===== config.mk =====
export PLATFORM = sky130hd
export DESIGN_NAME = bit_unstuffer_flat
export DESIGN_NICKNAME = d
export VERILOG_FILES = /design/src/rtl/usb_pkg.sv /design/src/rtl/bit_unstuffer_if.sv /design/src/rtl/bit_unstuffer_fsm.sv /design/src/rtl/bit_unstuffer.sv /design/src/flat_wrapper.sv
export SDC_FILE = /design/constraint.sdc
export NUM_CORES = 1
export LEC_CHECK = 0
export ABC_AREA = 1
export CAP_MARGIN = 0
export CORE_MARGIN = 2
export CORE_UTILIZATION = 50
export CTS_CLUSTER_DIAMETER = 150
export DETAILED_ROUTE_END_ITERATION = 16
export GPL_ROUTABILITY_DRIVEN = 0
export GPL_TIMING_DRIVEN = 0
export MAX_ROUTING_LAYER = met4
export PLACE_DENSITY = 0.75
export SYNTH_ARGS = -nofsm -noshare
export SYNTH_HDL_FRONTEND = slang
export SYNTH_HIERARCHICAL = 1
export SYNTH_SLANG_ARGS = --single-unit

===== constraint.sdc =====
create_clock -name clock -period 1.6 [get_ports clock]
set_input_delay 0.32 -clock clock [delete_from_list [all_inputs] [get_ports clock]]
set_output_delay 0.32 -clock clock [all_outputs]
set_load 0.01 [all_outputs]

===== src/rtl/usb_pkg.sv =====
// rtl/usb_pkg.sv - shared USB constants and receive unstuffer state type; BIT_UNSTUFF_ERR_EN adds the ERROR state.
package usb_pkg;

  localparam int unsigned PID_BITS_DEF = 8;
  localparam int unsigned MAX_ONES_DEF = 6;

  // Transmit side: sync field and SE0 length of end-of-packet.
  localparam logic [7:0]  TX_SYNC_PATTERN = 8'b1000_0000;
  localparam int unsigned TX_EOP_SE0_BITS = 2;

  typedef enum logic [2:0] {
    IDLE  = 3'd0,
    PID   = 3'd1,
    COUNT = 3'd2,
    STRIP = 3'd3
`ifdef BIT_UNSTUFF_ERR_EN
    , ERROR = 3'd4
`endif
  } unstuff_state_t;

endpackage


===== src/rtl/bit_unstuffer_if.sv =====
// rtl/bit_unstuffer_if.sv - bit-level handshake between the NRZI decoder and the unstuffer.
interface bit_unstuffer_if;
  logic pkt_active;
  logic in_valid;
  logic in_bit;
  logic out_bit;
  logic out_valid;
  logic stuff_drop;
  logic stuff_err;
  logic busy;

  modport master (
    output pkt_active, in_valid, in_bit,
    input  out_bit, out_valid, stuff_drop, stuff_err, busy
  );

  modport slave (
    input  pkt_active, in_valid, in_bit,
    output out_bit, out_valid, stuff_drop, stuff_err, busy
  );
endinterface


===== src/rtl/bit_unstuffer_fsm.sv =====
// rtl/bit_unstuffer_fsm.sv - unstuffer control FSM; BIT_UNSTUFF_ERR_EN enables the ERROR state.
module bit_unstuffer_fsm
  import usb_pkg::*;
#(
  parameter int unsigned PID_BITS = PID_BITS_DEF,
  parameter int unsigned MAX_ONES = MAX_ONES_DEF
) (
  input  logic       clock,
  input  logic       reset_n,
  input  logic       pkt_active,
  input  logic       in_valid,
  input  logic       in_bit,
  input  logic [2:0] bit_cnt,
  input  logic [2:0] ones_cnt,
  output logic       pass,
  output logic       drop,
  output logic       cnt_clr,
  output logic       bit_load,
  output logic       bit_inc,
  output logic       ones_load,
  output logic       ones_inc,
  output logic       ones_clr,
`ifdef BIT_UNSTUFF_ERR_EN
  output logic       err_set,
  output logic       err_clr,
`endif
  output logic       busy
);

  localparam logic [2:0] PID_LAST  = 3'(PID_BITS - 1);
  localparam logic [2:0] ONES_LAST = 3'(MAX_ONES - 1);

  unstuff_state_t state, state_next;

  always_ff @(posedge clock or negedge reset_n) begin
    if (!reset_n) state <= IDLE;
    else          state <= state_next;
  end

  always_comb begin
    state_next = state;
    pass       = 1'b0;
    drop       = 1'b0;
    cnt_clr    = 1'b0;
    bit_load   = 1'b0;
    bit_inc    = 1'b0;
    ones_load  = 1'b0;
    ones_inc   = 1'b0;
    ones_clr   = 1'b0;
`ifdef BIT_UNSTUFF_ERR_EN
    err_set    = 1'b0;
    err_clr    = 1'b0;
`endif
    // Packet end wins over everything, including a bit strobed in the same cycle.
    if (!pkt_active) begin
      state_next = IDLE;
      cnt_clr    = 1'b1;
    end else if (in_valid) begin
      unique case (state)
        IDLE: begin
          pass       = 1'b1;
          bit_load   = 1'b1;
          state_next = PID;
`ifdef BIT_UNSTUFF_ERR_EN
          err_clr    = 1'b1;
`endif
        end
        PID: begin
          pass    = 1'b1;
          bit_inc = 1'b1;
          if (bit_cnt == PID_LAST) begin
            ones_load  = 1'b1;
            state_next = COUNT;
          end
        end
        COUNT: begin
          pass = 1'b1;
          if (!in_bit) begin
            ones_clr = 1'b1;
          end else if (ones_cnt == ONES_LAST) begin
            ones_clr   = 1'b1;
            state_next = STRIP;
          end else begin
            ones_inc = 1'b1;
          end
        end
        STRIP: begin
          drop       = 1'b1;
          state_next = COUNT;
`ifdef BIT_UNSTUFF_ERR_EN
          if (in_bit) begin
            err_set    = 1'b1;
            state_next = ERROR;
          end
`endif
        end
`ifdef BIT_UNSTUFF_ERR_EN
        ERROR: begin
          state_next = ERROR;
        end
`endif
        default: state_next = IDLE;
      endcase
    end
  end

  assign busy = (state != IDLE);

endmodule


===== src/rtl/bit_unstuffer.sv =====
// rtl/bit_unstuffer.sv - receive bit unstuffer datapath top; BIT_UNSTUFF_ERR_EN enables stuff_err.
module bit_unstuffer
  import usb_pkg::*;
#(
  parameter int unsigned PID_BITS = PID_BITS_DEF,
  parameter int unsigned MAX_ONES = MAX_ONES_DEF
) (
  input  logic           clock,
  input  logic           reset_n,
  bit_unstuffer_if.slave bus
);

  localparam logic [2:0] PID_LAST = 3'(PID_BITS - 1);

  logic [2:0] bit_cnt, ones_cnt;
  logic       pass, drop, cnt_clr, bit_load, bit_inc, ones_load, ones_inc, ones_clr;
  logic       out_bit_q, out_valid_q, stuff_drop_q;
`ifdef BIT_UNSTUFF_ERR_EN
  logic       err_set, err_clr, stuff_err_q;
`endif

  bit_unstuffer_fsm #(
    .PID_BITS (PID_BITS),
    .MAX_ONES (MAX_ONES)
  ) u_fsm (
    .clock      (clock),
    .reset_n    (reset_n),
    .pkt_active (bus.pkt_active),
    .in_valid   (bus.in_valid),
    .in_bit     (bus.in_bit),
    .bit_cnt    (bit_cnt),
    .ones_cnt   (ones_cnt),
    .pass       (pass),
    .drop       (drop),
    .cnt_clr    (cnt_clr),
    .bit_load   (bit_load),
    .bit_inc    (bit_inc),
    .ones_load  (ones_load),
    .ones_inc   (ones_inc),
    .ones_clr   (ones_clr),
`ifdef BIT_UNSTUFF_ERR_EN
    .err_set    (err_set),
    .err_clr    (err_clr),
`endif
    .busy       (bus.busy)
  );

  // bit_cnt saturates on the last PID bit so it can never wrap in long packets.
  always_ff @(posedge clock or negedge reset_n) begin
    if (!reset_n) begin
      bit_cnt      <= 3'd0;
      ones_cnt     <= 3'd0;
      out_bit_q    <= 1'b0;
      out_valid_q  <= 1'b0;
      stuff_drop_q <= 1'b0;
    end else begin
      if (cnt_clr) begin
        bit_cnt  <= 3'd0;
        ones_cnt <= 3'd0;
      end else begin
        if (bit_load)                           bit_cnt <= 3'd1;
        else if (bit_inc && bit_cnt != PID_LAST) bit_cnt <= bit_cnt + 3'd1;
        if (ones_load)     ones_cnt <= {2'b00, bus.in_bit};
        else if (ones_inc) ones_cnt <= ones_cnt + 3'd1;
        else if (ones_clr) ones_cnt <= 3'd0;
      end
      out_valid_q  <= pass;
      stuff_drop_q <= drop;
      if (pass) out_bit_q <= bus.in_bit;
    end
  end

`ifdef BIT_UNSTUFF_ERR_EN
  always_ff @(posedge clock or negedge reset_n) begin
    if (!reset_n)     stuff_err_q <= 1'b0;
    else if (err_clr) stuff_err_q <= 1'b0;
    else if (err_set) stuff_err_q <= 1'b1;
  end
  assign bus.stuff_err = stuff_err_q;
`else
  assign bus.stuff_err = 1'b0;
`endif

  assign bus.out_bit    = out_bit_q;
  assign bus.out_valid  = out_valid_q;
  assign bus.stuff_drop = stuff_drop_q;

endmodule


===== src/flat_wrapper.sv =====
// flat-port wrapper written by rule: the top's interface ports become plain ports
module bit_unstuffer_flat import usb_pkg::*;
#(
  parameter int unsigned PID_BITS = PID_BITS_DEF,
  parameter int unsigned MAX_ONES = MAX_ONES_DEF
)
  (clock, reset_n, bus_pkt_active, bus_in_valid, bus_in_bit, bus_out_bit, bus_out_valid, bus_stuff_drop, bus_stuff_err, bus_busy);
  bit_unstuffer_if bus_i ();
  input  logic clock;
  input  logic reset_n;
  input wire logic [$bits(bus_i.pkt_active)-1:0] bus_pkt_active;
  input wire logic [$bits(bus_i.in_valid)-1:0] bus_in_valid;
  input wire logic [$bits(bus_i.in_bit)-1:0] bus_in_bit;
  output wire logic [$bits(bus_i.out_bit)-1:0] bus_out_bit;
  output wire logic [$bits(bus_i.out_valid)-1:0] bus_out_valid;
  output wire logic [$bits(bus_i.stuff_drop)-1:0] bus_stuff_drop;
  output wire logic [$bits(bus_i.stuff_err)-1:0] bus_stuff_err;
  output wire logic [$bits(bus_i.busy)-1:0] bus_busy;
  assign bus_i.pkt_active = bus_pkt_active;
  assign bus_i.in_valid = bus_in_valid;
  assign bus_i.in_bit = bus_in_bit;
  assign bus_out_bit = bus_i.out_bit;
  assign bus_out_valid = bus_i.out_valid;
  assign bus_stuff_drop = bus_i.stuff_drop;
  assign bus_stuff_err = bus_i.stuff_err;
  assign bus_busy = bus_i.busy;
  bit_unstuffer #(.PID_BITS(PID_BITS), .MAX_ONES(MAX_ONES)) u_core (.clock(clock), .reset_n(reset_n), .bus(bus_i));
endmodule

==> results.sh, run 1 <==
export IMPL_status="completed"
export IMPL_clock_sinks=11
export IMPL_setup_viol=0
export IMPL_ys_warn_count=6
export IMPL_syn_nets=95
export IMPL_first_iter_violations=21
export IMPL_synth_yosys_seq_area_share_pct=41.75
export IMPL_start_util_pct=51.97
export IMPL_synth_compound_area_share_pct=3.605
export IMPL_fin_skew_ns=0.002136
export IMPL_wl_per_cell_um=11.47
export IMPL_synth_cell_types=20
export IMPL_hold_class="input port to async pin"
export IMPL_path_class="flop to output port"
export IMPL_slew_viol_final=0
export IMPL_grt_antenna_before_repair=0
export IMPL_grt_max_degree=12
export IMPL_drt_vias_per_instance=5.284
export IMPL_leakage_nw=0.4413
export IMPL_rsz0062_at_grt="false"
export IMPL_slew_headroom_pct=65.77
export IMPL_avgSynthCellArea_um2=7.579
export IMPL_regToRegStartpoint="u_core/u_fsm/state[0]"
export IMPL_yosys_area_share_simple_pct=35.67
export IMPL_io_buffers=8
export IMPL_path_max_fanout=4
export IMPL_syn_inst=87
export IMPL_cts_root_buf="clkbuf_4"
export IMPL_start_kind="flop"
export IMPL_die_w_um=40.32
export IMPL_required_ns=1.28
export IMPL_cp_endpoint="bus_busy"
export IMPL_synth_top_family_by_area="simple AND/OR/NAND/NOR gates"
export IMPL_synth_xor_area_share_pct=1.328
export IMPL_core_area_mm2=0.001269
export IMPL_fin_tns_setup_ns=0
export IMPL_post_route_min_period_ns=1.469
export IMPL_drive_above_1_share_pct=15.84
export IMPL_synth_top_area_cell="dfrtp_1"
export IMPL_hold_buffers=0
export IMPL_clockBufferDepth=2
export IMPL_grt_first_pass_wirelength_mm=2.277
export IMPL_n_antenna_cell=0
export IMPL_overflow=0
export IMPL_synth_area_mux_share_pct=1.708
export IMPL_r2r_cells=6
export IMPL_power_total_w=0.0006312
export IMPL_via_count=613
export IMPL_post_route_drc_count=0
export IMPL_dp_cells=110
export IMPL_drt_pre_antenna_iters=4
export IMPL_cts_tree="done"
export IMPL_antenna_left=0
export IMPL_max_slew_worst_pin_slew_ns=0.5118
export IMPL_whs_ns=0.3882
export IMPL_crit_arrival_ns=1.15
export IMPL_routed_wl_mm=1.331
export IMPL_hold_viol=0
export IMPL_peakVddDrop_v=0.0005204
export IMPL_reg2reg_slack_ns=0.26
export IMPL_numCtsBuffers=3
export IMPL_clkLatencyLatePin_ns=0.27
export IMPL_cap_violations=0
export IMPL_die_area_mm2=0.001625
export IMPL_powerDensity_mw_per_mm2=773.7
export IMPL_htreeDepth=1
export IMPL_yosysTopAreaCellShare_pct=41.75
export IMPL_fin_cells=116
export IMPL_fmax_ghz=0.6809
export IMPL_area_growth_pct=23.72
export IMPL_crit_start="u_core/u_fsm/state[0]"
export IMPL_ios=10
export IMPL_layout_nets=110
export IMPL_finish_utilization_pct=64.30
export IMPL_end_kind="output port"
export IMPL_synth_area_um2=659.4
export IMPL_grt_pass1_vias=518
export IMPL_ys_seq_elements=11
export IMPL_rr_endpoint="u_core/ones_cnt[1]"
export IMPL_synth_top_cells_by_area="dfrtp_1 (42%), nand2_1 (13%), inv_1 (7.4%), nand3_1 (6.8%), ha_1 (5.7%)"
export IMPL_synthAdderAreaFrac_pct=5.693
export IMPL_grt_total_usage_pct=22.65
export IMPL_rows=13
export IMPL_fin_crit_sh_pct=91.79
export IMPL_place_hpwl_mm=1.001
export IMPL_clk_pin_slew_worst_paths_ns=0.07
export IMPL_die_height_um=40.32
[state kept, by name (all words and copies together) (netlist names)]
register and cells:
u_core/bit_cnt 3, u_core/bus.out_bit 1, u_core/bus.out_valid 1, u_core/bus.stuff_drop 1, u_core/ones_cnt 3, u_core/u_fsm/state 2
[repair_timing]
action                                  CTS  global route
resized for setup                         5             1
endpoints found under the hold margin     0             0
pin swaps                                 0             0
setup buffers                             2             0
endpoints found under the setup margin    4             4
[cells in the final DEF, fill, tap and decap left out]
| cell | count |
|---|---|
| a21oi_1 | 2 |
| buf_4 | 3 |
| clkbuf_1 | 1 |
| clkbuf_4 | 3 |
| clkdlybuf4s50_1 | 6 |
| conb_1 | 1 |
| dfrtp_1 | 10 |
| dfrtp_2 | 1 |
| dlygate4sd2_1 | 1 |
| dlymetal6s2s_1 | 1 |
| ha_1 | 3 |
| inv_1 | 13 |
| inv_2 | 2 |
| mux2_2 | 1 |
| nand2_1 | 21 |
| nand2_2 | 1 |
| nand3_1 | 9 |
| nand4_1 | 6 |
| nor2_1 | 7 |
| nor2_2 | 1 |
| nor2_4 | 1 |
| nor3_1 | 1 |
| nor3_2 | 2 |
| nor4_2 | 1 |
| o21ai_0 | 1 |
| o31a_1 | 1 |
| xor2_1 | 1 |
[layout make-up]
class,count,area [µm²]
multi-input combinational,60,334.1
fill,124,452.9
buffer,1,7.507
clock buffer,4,26.28
sequential,11,276.5
inverter,15,56.30
timing repair buffer,10,96.34
tap,15,18.77
[through the flow]
step | cell area, µm² | setup WS, ns
final | 815.8 | 0.1314
after global routing | 815.8 | 0.04880
after detailed placement | 758.2 | -0.3578
after floorplan | 659.4 | 0.3212
after global placement | 758.2 | -0.3585
after CTS | 813.3 | 0.05172
[synthesized netlist by cell type]
cell type  count
a21oi_1        2
buf_4          1
conb_1         1
dfrtp_1       11
ha_1           3
inv_1         13
inv_2          2
mux2_2         1
nand2_1       22
nand3_1        9
nand4_1        6
nor2_1         7
nor2_2         1
nor2_4         1
nor3_1         2
nor3_2         1
nor4_1         1
o21ai_0        1
o31a_1         1
xor2_1         1
[per-layer routing]
metal  track usage (%)  up-vias  wire length (µm)
li1                  -      311                 -
met1             28.52      275               579
met2             33.06       23               624
met3             5.556        4               104
met4             12.50        0                23
met5                 -        -                 0
[report_power, final]
part           internal [W]  total [W]  leakage [nW]  switching (W)
combinational     0.0000557   0.000135         0.280      0.0000789
sequential         0.000295   0.000307         0.146      0.0000123
clock             0.0000966   0.000190        0.0150      0.0000931
total              0.000447   0.000631         0.441       0.000184
[worst min-delay path by stage]
stage | from | end
global route | reset_n | u_core/bus.stuff_drop
global placement | u_core/bus.out_bit | u_core/bus.out_bit
floorplan | reset_n | u_core/bit_cnt[0]
detailed placement | u_core/bus.out_bit | u_core/bus.out_bit
finish | reset_n | u_core/bus.stuff_drop
CTS | reset_n | u_core/bus.stuff_drop
[worst max-delay path: stages (launching register included)]
cell	delay, ns
dfrtp_2	0.41
inv_2	0.09
nand2_1	0.09
dlygate4sd2_1	0.29
[logic make-up (layout without fill, tap and decap cells)]
logic type	Yosys count	count (layout)
other cells	1	1
compound gates	4	4
simple gates	50	50
flops	11	11
mux	1	1
fa+ha+maj	3	3
xor+xnor	1	1
buf+inv	16	30
Power figures use the tool's default switching activity.
==> run 2: changes to the inputs <==
--- a/config.mk
+++ b/config.mk
@@ -7,7 +7,6 @@
 export LEC_CHECK = 0
 export ABC_AREA = 1
 export CAP_MARGIN = 0
-export CORE_MARGIN = 2
 export CORE_UTILIZATION = 50
 export CTS_CLUSTER_DIAMETER = 150
 export DETAILED_ROUTE_END_ITERATION = 16
==> constraint.sdc (replaced) <==
create_clock -name clock -period 1.7 [get_ports clock]
set_input_delay 0.34 -clock clock [delete_from_list [all_inputs] [get_ports clock]]
set_output_delay 0.34 -clock clock [all_outputs]
set_load 0.01 [all_outputs]
==> run 2 against run 1 <==
  * Cell count fell by 0.86%
  * Sequential power shrank 6.5%
  * Clock power down 5%
  * Die area shrank 9.7%
  * Largest power group unchanged
  * Combinational power shrank 7%
  * Non-clock buffer count stayed put
  * Worst setup slack improved by 0.072 ns
  * Clock skew fell by 0.0015 ns
  * Power decreased by 5.8%
  * Final area rose by 0.15%
  * Utilization is 5.5 points higher
==> results.sh, run 2 (synthesis results as in run 1) <==
export IMPL_whs_ns=0.4003
export IMPL_r2r_cells=6
export IMPL_clkLatencyLatePin_ns=0.27
export IMPL_clockBufferDepth=2
export IMPL_overflow=0
export IMPL_routed_wl_mm=1.247
export IMPL_post_route_drc_count=0
export IMPL_hold_class="input port to async pin"
export IMPL_slew_viol_final=0
export IMPL_reg_top3="u_core/bit_cnt x3, u_core/ones_cnt x3, u_core/u_fsm/state x2"
export IMPL_via_count=589
export IMPL_peakVddDrop_v=0.0004015
export IMPL_end_kind="flop"
export IMPL_crit_arrival_ns=1.70
export IMPL_drt_pre_antenna_iters=4
export IMPL_fin_tns_setup_ns=0
export IMPL_final_cell_mix="nand2_1 (21), inv_1 (13), dfrtp_1 (11)"
export IMPL_drive_above_1_share_pct=14.85
export IMPL_cts_tree="done"
export IMPL_place_hpwl_um=896.5
export IMPL_powerDensity_mw_per_mm2=727.6
export IMPL_grt_total_usage_pct=20.03
export IMPL_rsz0062_at_grt="false"
export IMPL_rr_endpoint="u_core/ones_cnt[1]"
export IMPL_clk_pin_slew_worst_paths_ns=0.07
export IMPL_antenna_left=0
export IMPL_htreeDepth=1
export IMPL_grt_first_pass_wirelength_mm=1.869
export IMPL_path_max_fanout=6
export IMPL_num_fill_cells=95
export IMPL_final_common_cell="nand2_1"
export IMPL_required_ns=1.91
export IMPL_n_antenna_cell=0
export IMPL_hold_viol=0
export IMPL_grt_antenna_before_repair=0
export IMPL_fmax_ghz=0.6680
export IMPL_clock_sinks=11
export IMPL_first_iter_violations=18
export IMPL_fin_skew_ns=0.0006121
export IMPL_crit_start="bus_in_valid"
export IMPL_wl_per_cell_um=10.84
export IMPL_post_route_min_period_ns=1.497
export IMPL_io_buffers=8
export IMPL_multiInputGateArea_um2=334.1
export IMPL_reg2reg_slack_ns=0.35
export IMPL_leakage_nw=0.4527
export IMPL_fin_crit_sh_pct=88.05
export IMPL_numCtsBuffers=3
export IMPL_drt_vias_per_instance=5.122
export IMPL_grt_max_degree=12
export IMPL_die_height_um=38.32
export IMPL_seqCellArea_um2=275.3
export IMPL_layout_nets=110
export IMPL_status="completed"
export IMPL_ios=10
export IMPL_regToRegStartpoint="u_core/u_fsm/state[0]"
export IMPL_cap_violations=0
export IMPL_setup_viol=0
export IMPL_pre_cts_ws_ns=-0.2775
export IMPL_core_area_mm2=0.001171
export IMPL_start_util_pct=56.30
export IMPL_finish_utilization_pct=69.77
export IMPL_area_growth_pct=23.91
export IMPL_rows=12
export IMPL_die_w_um=38.32
export IMPL_cts_root_buf="clkbuf_4"
export IMPL_worst_slack_ns=0.2031
export IMPL_die_area_mm2=0.001468
export IMPL_path_class="input port to flop"
export IMPL_grt_pass1_vias=463
export IMPL_start_kind="input port"
## run 2: cell count changes in the layout (fill, tap and decap cells not counted), sizes merged
cell	previous run	this run
dlymetal6s2s	1	2
dlygate4sd2	1	0
## run 2: metrics by stage
step	total power [W]	cells	cell area [µm²]
4_1_cts	0.0005986	115	804.5
2_1_floorplan	0.0003592	87	659.4
3_5_place_dp	0.0004084	109	757.0
6_report	0.0005945	115	817.0
5_1_grt	0.0006268	115	817.0
3_3_place_gp	0.0004055	109	757.0
## run 2: cell type report
| class | instances | share of cell area, % |
|---|---|---|
| Buffer | 1 | 0.9188 |
| Inverter | 15 | 6.891 |
| Sequential cell | 11 | 33.69 |
| Timing Repair Buffer | 10 | 12.25 |
| Multi-Input combinational cell | 60 | 40.89 |
| Clock buffer | 4 | 3.216 |
| Tap cell | 14 | 2.144 |
## run 2: worst max-delay path by stage
stage | end | slack (ns) | depth (start not counted)
final | u_core/ones_cnt[1] | 0.20 | 7
after global routing | u_core/ones_cnt[1] | 0.06 | 7
after CTS | u_core/ones_cnt[1] | 0.007 | 6
after detailed placement | u_core/ones_cnt[1] | -0.28 | 7
after global placement | u_core/ones_cnt[0] | -0.27 | 6
after floorplan | u_core/ones_cnt[0] | 0.42 | 9
## run 2: timing repair
action                     CTS  global route
gates resized for setup      1             4
buffers inserted             2             0
setup endpoints to repair    2             4
hold buffers                 0             0
## run 2: worst max-delay path, cell delays in order
cell and delay [ns]:
clkdlybuf4s50_1 0.53, nand2_2 0.13, nor4_2 0.28, inv_1 0.14, nor3_2 0.15, nand2_1 0.07
nand2_1 0.07
## run 2: routing by layer
| metal | routed length (µm) | track usage (%) |
|---|---|---|
| met3 | 63 | 5.233 |
| met4 | 0 | 10.71 |
| met2 | 586 | 27.97 |
| met1 | 596 | 26.39 |
| met5 | 0 | - |
## run 2: power by group
group / internal, W / switching (W)
Clock: 0.0000908 / 0.0000907
Sequential: 0.000276 / 0.0000111
Combinational: 0.0000543 / 0.0000714
==> patch 1, RTL diff (config.mk and constraints of run 1) <==
Build with the macro `BIT_UNSTUFF_ERR_EN` defined.
--- a/src/rtl/usb_pkg.sv
+++ b/src/rtl/usb_pkg.sv
@@ -1,3 +1,5 @@
 // rtl/usb_pkg.sv - shared USB constants and receive unstuffer state type; BIT_UNSTUFF_ERR_EN adds the ERROR state.
+`define BIT_UNSTUFF_ERR_EN
+
 package usb_pkg;
 
Formal check against the unedited RTL: same outputs for any inputs over 10 cycles, from zero or initial values and one cycle with reset_n low; that may be too few to reach the edited logic, so the function may still have changed.
==> patch 1 against run 1 <==
- sequential cell count rose by 2
- setup slack got worse by 0.081 ns
- total power rose by 66%
- core utilization rose by 3.9 points
- die area rose by 24%
- count of clock-buffer cells in the layout fell by 1
- sequential power rose by 34%
- wire length rose by 51%
- maximum frequency fell by 5.2%
- clock power rose by 11%
- non-clock buffer count rose by 4
- cell area rose by 29%
- synthesized area rose by 27%
- largest power group is now combinational logic
- highest routed layer unchanged
==> patch 1: results (changes against run 1) <==
Outcome
  • Outcome: finished, final reports clean

Yosys
  • Commonest cells in the netlist: nand2_1, nor2_1, nand3_1
  • Gate Count Post-Synth: 114 (+31%)
  • Synth area leaders: dfrtp_1, nand2_1, nand3_1, nor2_1, ha_1
  • Register area share after synthesis: 38.9% (-2.9 points)
  • Mapped Nets: 122 (+28%)

Cells and area
  • Filler cells: 131 (+5.6%)
  • Ratio of cells with drive above 1 in the final layout: 23.8% (+8.0 points)
  • Largest regs: u_core/bit_cnt x3, u_core/ones_cnt x3, u_core/u_fsm/state x3

Placement
  • Final HPWL DP: 1.32 mm (+32%)
  • Placed Cells: 138 (+25%)
  • Placed instance area: 937 sq um (+24%)

Timing
  • Relative slew slack: 60.2% (-5.5 points)
  • Setup Skew: 0.00468 ns (+0.00254 ns)

Global routing
  • Grt met3 use: 2.80% (-2.8 points)
  • First-pass GRT wire length: 3.11 mm (+36%)
  • Tot GR Track Use: 21.8% (-0.88 points)
  • Vias in the first global route: 742 (+43%)
  • Largest net degree at the start of global routing: 14 (+2)
  • Met2 Use GR: 37.4% (+4.3 points)
  • Global routing met1 resource utilization: 26.0% (-2.6 points)

Detailed routing
  • Vias after detailed routing: 827 (+35%)
  • Routed vias/inst: 5.66 (+7.2%)
  • Routed WL: 2.01 mm (+51%)

Worst hold path
  • Worst Hold Class: in -> reg
  • Hold EP: u_core/u_fsm/state[0]

Critical path
  • FF-to-FF Start: u_core/u_fsm/state[2]
  • Arrival time at the worst endpoint: 1.23 ns (+0.08 ns)
  • R2R cell count: 8 (+2)
  • Worst Path Max Fanout: 7 (+3)
  • Crit Reg-Reg Endpoint: u_core/ones_cnt[0]
  • R2R Setup Slk: 0.08 ns (-0.18 ns)

Power and ir drop
  • Max VDD drop: 0.000604 V (+16%)
  • P_leak: 0.529 nW (+20%)
==> patch 1: cell count changes after synthesis, sizes merged, moves of 2 or more <==
cell / run 1 / this run
nand2: 22 / 29
dfrtp: 11 / 13
nor2: 9 / 19
inv: 15 / 12
buf: 1 / 3
nand3: 9 / 17
==> patch 1: worst max-delay path by stage <==
| stage | start | end | slack, ns |
|---|---|---|---|
| after floorplan | u_core/u_fsm/state[2] | u_core/ones_cnt[0] | 0.12 |
| after global placement | bus_in_valid | u_core/ones_cnt[2] | -0.47 |
| after detailed placement | bus_in_valid | u_core/ones_cnt[0] | -0.51 |
| after CTS | u_core/u_fsm/state[0] | bus_busy | -0.03 |
| after global routing | u_core/u_fsm/state[2] | u_core/ones_cnt[0] | -0.03 |
| final | u_core/u_fsm/state[0] | bus_busy | 0.05 |
==> patch 1: where the power goes <==
part           leakage (nW)  total, mW  internal (mW)  switching, mW
combinational         0.338      0.422          0.177          0.245
sequential            0.173      0.412          0.367         0.0451
clock                0.0177      0.210         0.0928          0.118
total                 0.529       1.04          0.637          0.408
==> patch 1: critical path: stages (launching register included) <==
cell	delay [ns]
dfrtp_2	0.47
clkinv_4	0.11
nand2_2	0.11
inv_1	0.06
nand2_1	0.06
buf_2	0.13
==> patch 1: cell type report <==
type                       instances  area (sq um)  share of cell area [%]
timing repair buffer              12           108                    10.2
clock buffer                       3          22.5                    2.14
multi-input combinational         85           485                    46.2
tap                               16          20.0                    1.90
clock inverter                     1          5.00                   0.476
buffer                             3          26.3                    2.50
sequential                        13           327                    31.1
inverter                          13          57.6                    5.48
==> patch 1: cells by family (layout without fill, tap and decap cells) <==
group / Yosys count / after routing / synth area share (%)
and+or+nand+nor: 77 / 77 / 43.9
adders and majority gates: 3 / 3 / 4.48
xor gates and xnor gates: 1 / 1 / 1.05
muxes: 1 / 1 / 1.35
AOI/OAI and AO/OA: 3 / 3 / 1.79
DFF: 13 / 13 / 38.9
buffers and inverters: 16 / 32 / 8.52
==> patch 1: metal layers <==
metal / wire, microns / vias to the layer above
met1: 881 / 381
li1: - / 408
met2: 993 / 34
met3: 105 / 4
met4: 32 / 0
met5: 0 / -
==> patch 1: metrics by stage <==
stage                     hold slack, ns  setup slack [ns]
after global placement             0.486            -0.475
after global routing               0.349           -0.0297
final                              0.351            0.0505
after CTS                          0.334           -0.0305
after detailed placement           0.493            -0.505
after floorplan                   0.0244             0.115
==> patch 1: repair_timing <==
item,CTS,global route
cloned,0,0
setup endpoints to repair,7,9
resized for setup,11,9
pin swaps,0,1
setup buffers,0,4
==> patch 2, RTL diff (config.mk and constraints of run 1) <==
Without the edit above. Re-encode `unstuff_state_t` (4 states) as one-hot, 4 bits wide.
--- a/src/rtl/usb_pkg.sv
+++ b/src/rtl/usb_pkg.sv
@@ -9,9 +9,9 @@
   localparam int unsigned TX_EOP_SE0_BITS = 2;
 
-  typedef enum logic [2:0] {
-    IDLE  = 3'd0,
-    PID   = 3'd1,
-    COUNT = 3'd2,
-    STRIP = 3'd3
+  typedef enum logic [3:0] {
+    IDLE  = 4'b0001,
+    PID   = 4'b0010,
+    COUNT = 4'b0100,
+    STRIP = 4'b1000
 `ifdef BIT_UNSTUFF_ERR_EN
     , ERROR = 3'd4
Check against the original RTL: same outputs for any inputs over 10 cycles, from zero or initial values and one cycle with reset_n low; not proved beyond that.
==> patch 2 against run 1 <==
- wire length rose by 25%
- sequential power rose by 30%
- count of clock-buffer cells in the layout stayed put
- sequential cell count grew 2
- first-iteration DRC count fell by 38%
- total power up 31%
- maximum frequency is 0.51% lower
- cell area grew 22%
- setup slack got worse by 0.0076 ns
- final cell count is 30% higher
- non-clock buffer count is 2 lower
- synthesized area up 30%
- critical path depth down 1
- critical endpoint unchanged
- largest power group unchanged
- highest routed layer unchanged
==> patch 2: results (changes against run 1) <==
Global routing
  • First-pass GRT wire length: 2.73 mm (+20%)
  • Tot GR Track Use: 18.6% (-4.0 points)
  • Vias in the first global route: 684 (+32%)
  • Largest net degree at the start of global routing: 14 (+2)

Power and ir drop
  • P_leak: 0.537 nW (+22%)
  • Max VDD drop: 0.000512 V (-1.7%)

Timing
  • Clock period minus worst slack: 1.48 ns (+0.00756 ns)
  • Hold WS: 0.418 ns (+0.0303 ns)
  • Setup Skew: 0.000331 ns (-0.00181 ns)

Yosys
  • Gate Count Post-Synth: 123 (+41%)
  • Distinct cell type count after synthesis: 21 (+5.0%)
  • Register area share after synthesis: 38.2% (-3.5 points)
  • Synth area leaders: dfrtp_1, nand2_1, inv_1, nand3_1, nor2_1

Critical path
  • R2R cell count: 9 (+3)
  • R2R Setup Slk: 0.16 ns (-0.10 ns)
  • CP startpoint: u_core/u_fsm/state[0]
  • Worst Path Max Fanout: 5 (+1)

Outcome
  • Outcome: finished, final reports clean

Detailed routing
  • Routed WL: 1.67 mm (+25%)
  • Vias after detailed routing: 783 (+28%)
  • Routed vias/inst: 5.19 (-1.9%)
  • Initial DRC Count: 13 (-38%)

Cells and area
  • Filler cells: 138 (+11%)

Placement
  • Placed Cells: 147 (+34%)
  • Pre-CTS setup slack: -0.374 ns (-0.0162 ns)
  • Final HPWL DP: 1.26 mm (+26%)
-- patch 2: per-layer routing --
metal	vias up	global-route usage (%)	routed length, microns
li1	410	-	-
met1	362	25.0	852
met2	9	29.1	768
met3	2	2.80	40
met4	0	5.29	9
met5	-	-	0
-- patch 2: cell families (layout without fill, tap and decap cells) --
| group | count (synthesis) | count (layout) | synth area share [%] |
|---|---|---|---|
| AOI/OAI and AO/OA | 6 | 6 | 3.51 |
| and+or+nand+nor | 78 | 78 | 41.9 |
| buffers and inverters | 20 | 32 | 9.22 |
| other | 1 | 1 | 0.439 |
| adders and majority gates | 3 | 3 | 4.39 |
| muxes | 1 | 1 | 1.32 |
| xor gates and xnor gates | 1 | 1 | 1.03 |
| DFF | 13 | 13 | 38.2 |
-- patch 2: stage by stage --
stage | utilization (%) | setup TNS, ns | area, sq um
final | 63.6 | 0 | 992
after global routing | 63.6 | 0 | 992
after CTS | 63.2 | 0 | 986
after detailed placement | 61.2 | -1.71 | 955
after global placement | 61.2 | -1.69 | 955
after floorplan | - | 0 | 855
-- patch 2: path summary, 6_finish.rpt --
kind,endpoint
max,bus_busy
min,u_core/u_fsm/state[1]
max reg2reg,u_core/ones_cnt[2]
min reg2reg,u_core/u_fsm/state[0]
max in group asynchronous,u_core/u_fsm/state[2]
min in group clock,u_core/u_fsm/state[3]
-- patch 2: final cells by class --
cell class / instances / area, sq um / share of cell area [%]
plain buffers: 1 / 7.51 / 0.757
clock buffers: 4 / 26.3 / 2.65
inverters: 19 / 71.3 / 7.19
multi-input cells: 90 / 462 / 46.5
flip-flops and latches: 13 / 328 / 33.0
well taps: 16 / 20.0 / 2.02
repair buffers: 8 / 77.6 / 7.82
-- patch 2: worst max-delay path, cell delays in order (launching register included) --
cell,delay (ns)
dfstp_2,0.58
nand3_1,0.14
clkbuf_2,0.16
-- patch 2: power by group --
group | switching (mW) | internal (mW) | total (mW)
logic | 0.131 | 0.0946 | 0.225
registers | 0.0303 | 0.368 | 0.398
clock network | 0.109 | 0.0963 | 0.205
total | 0.269 | 0.559 | 0.828
-- patch 2: repair_timing --
item | in CTS | in global routing
setup endpoints to repair | 4 | 6
buffers inserted | 0 | 0
pin swaps | 1 | 0
resized for setup | 3 | 5
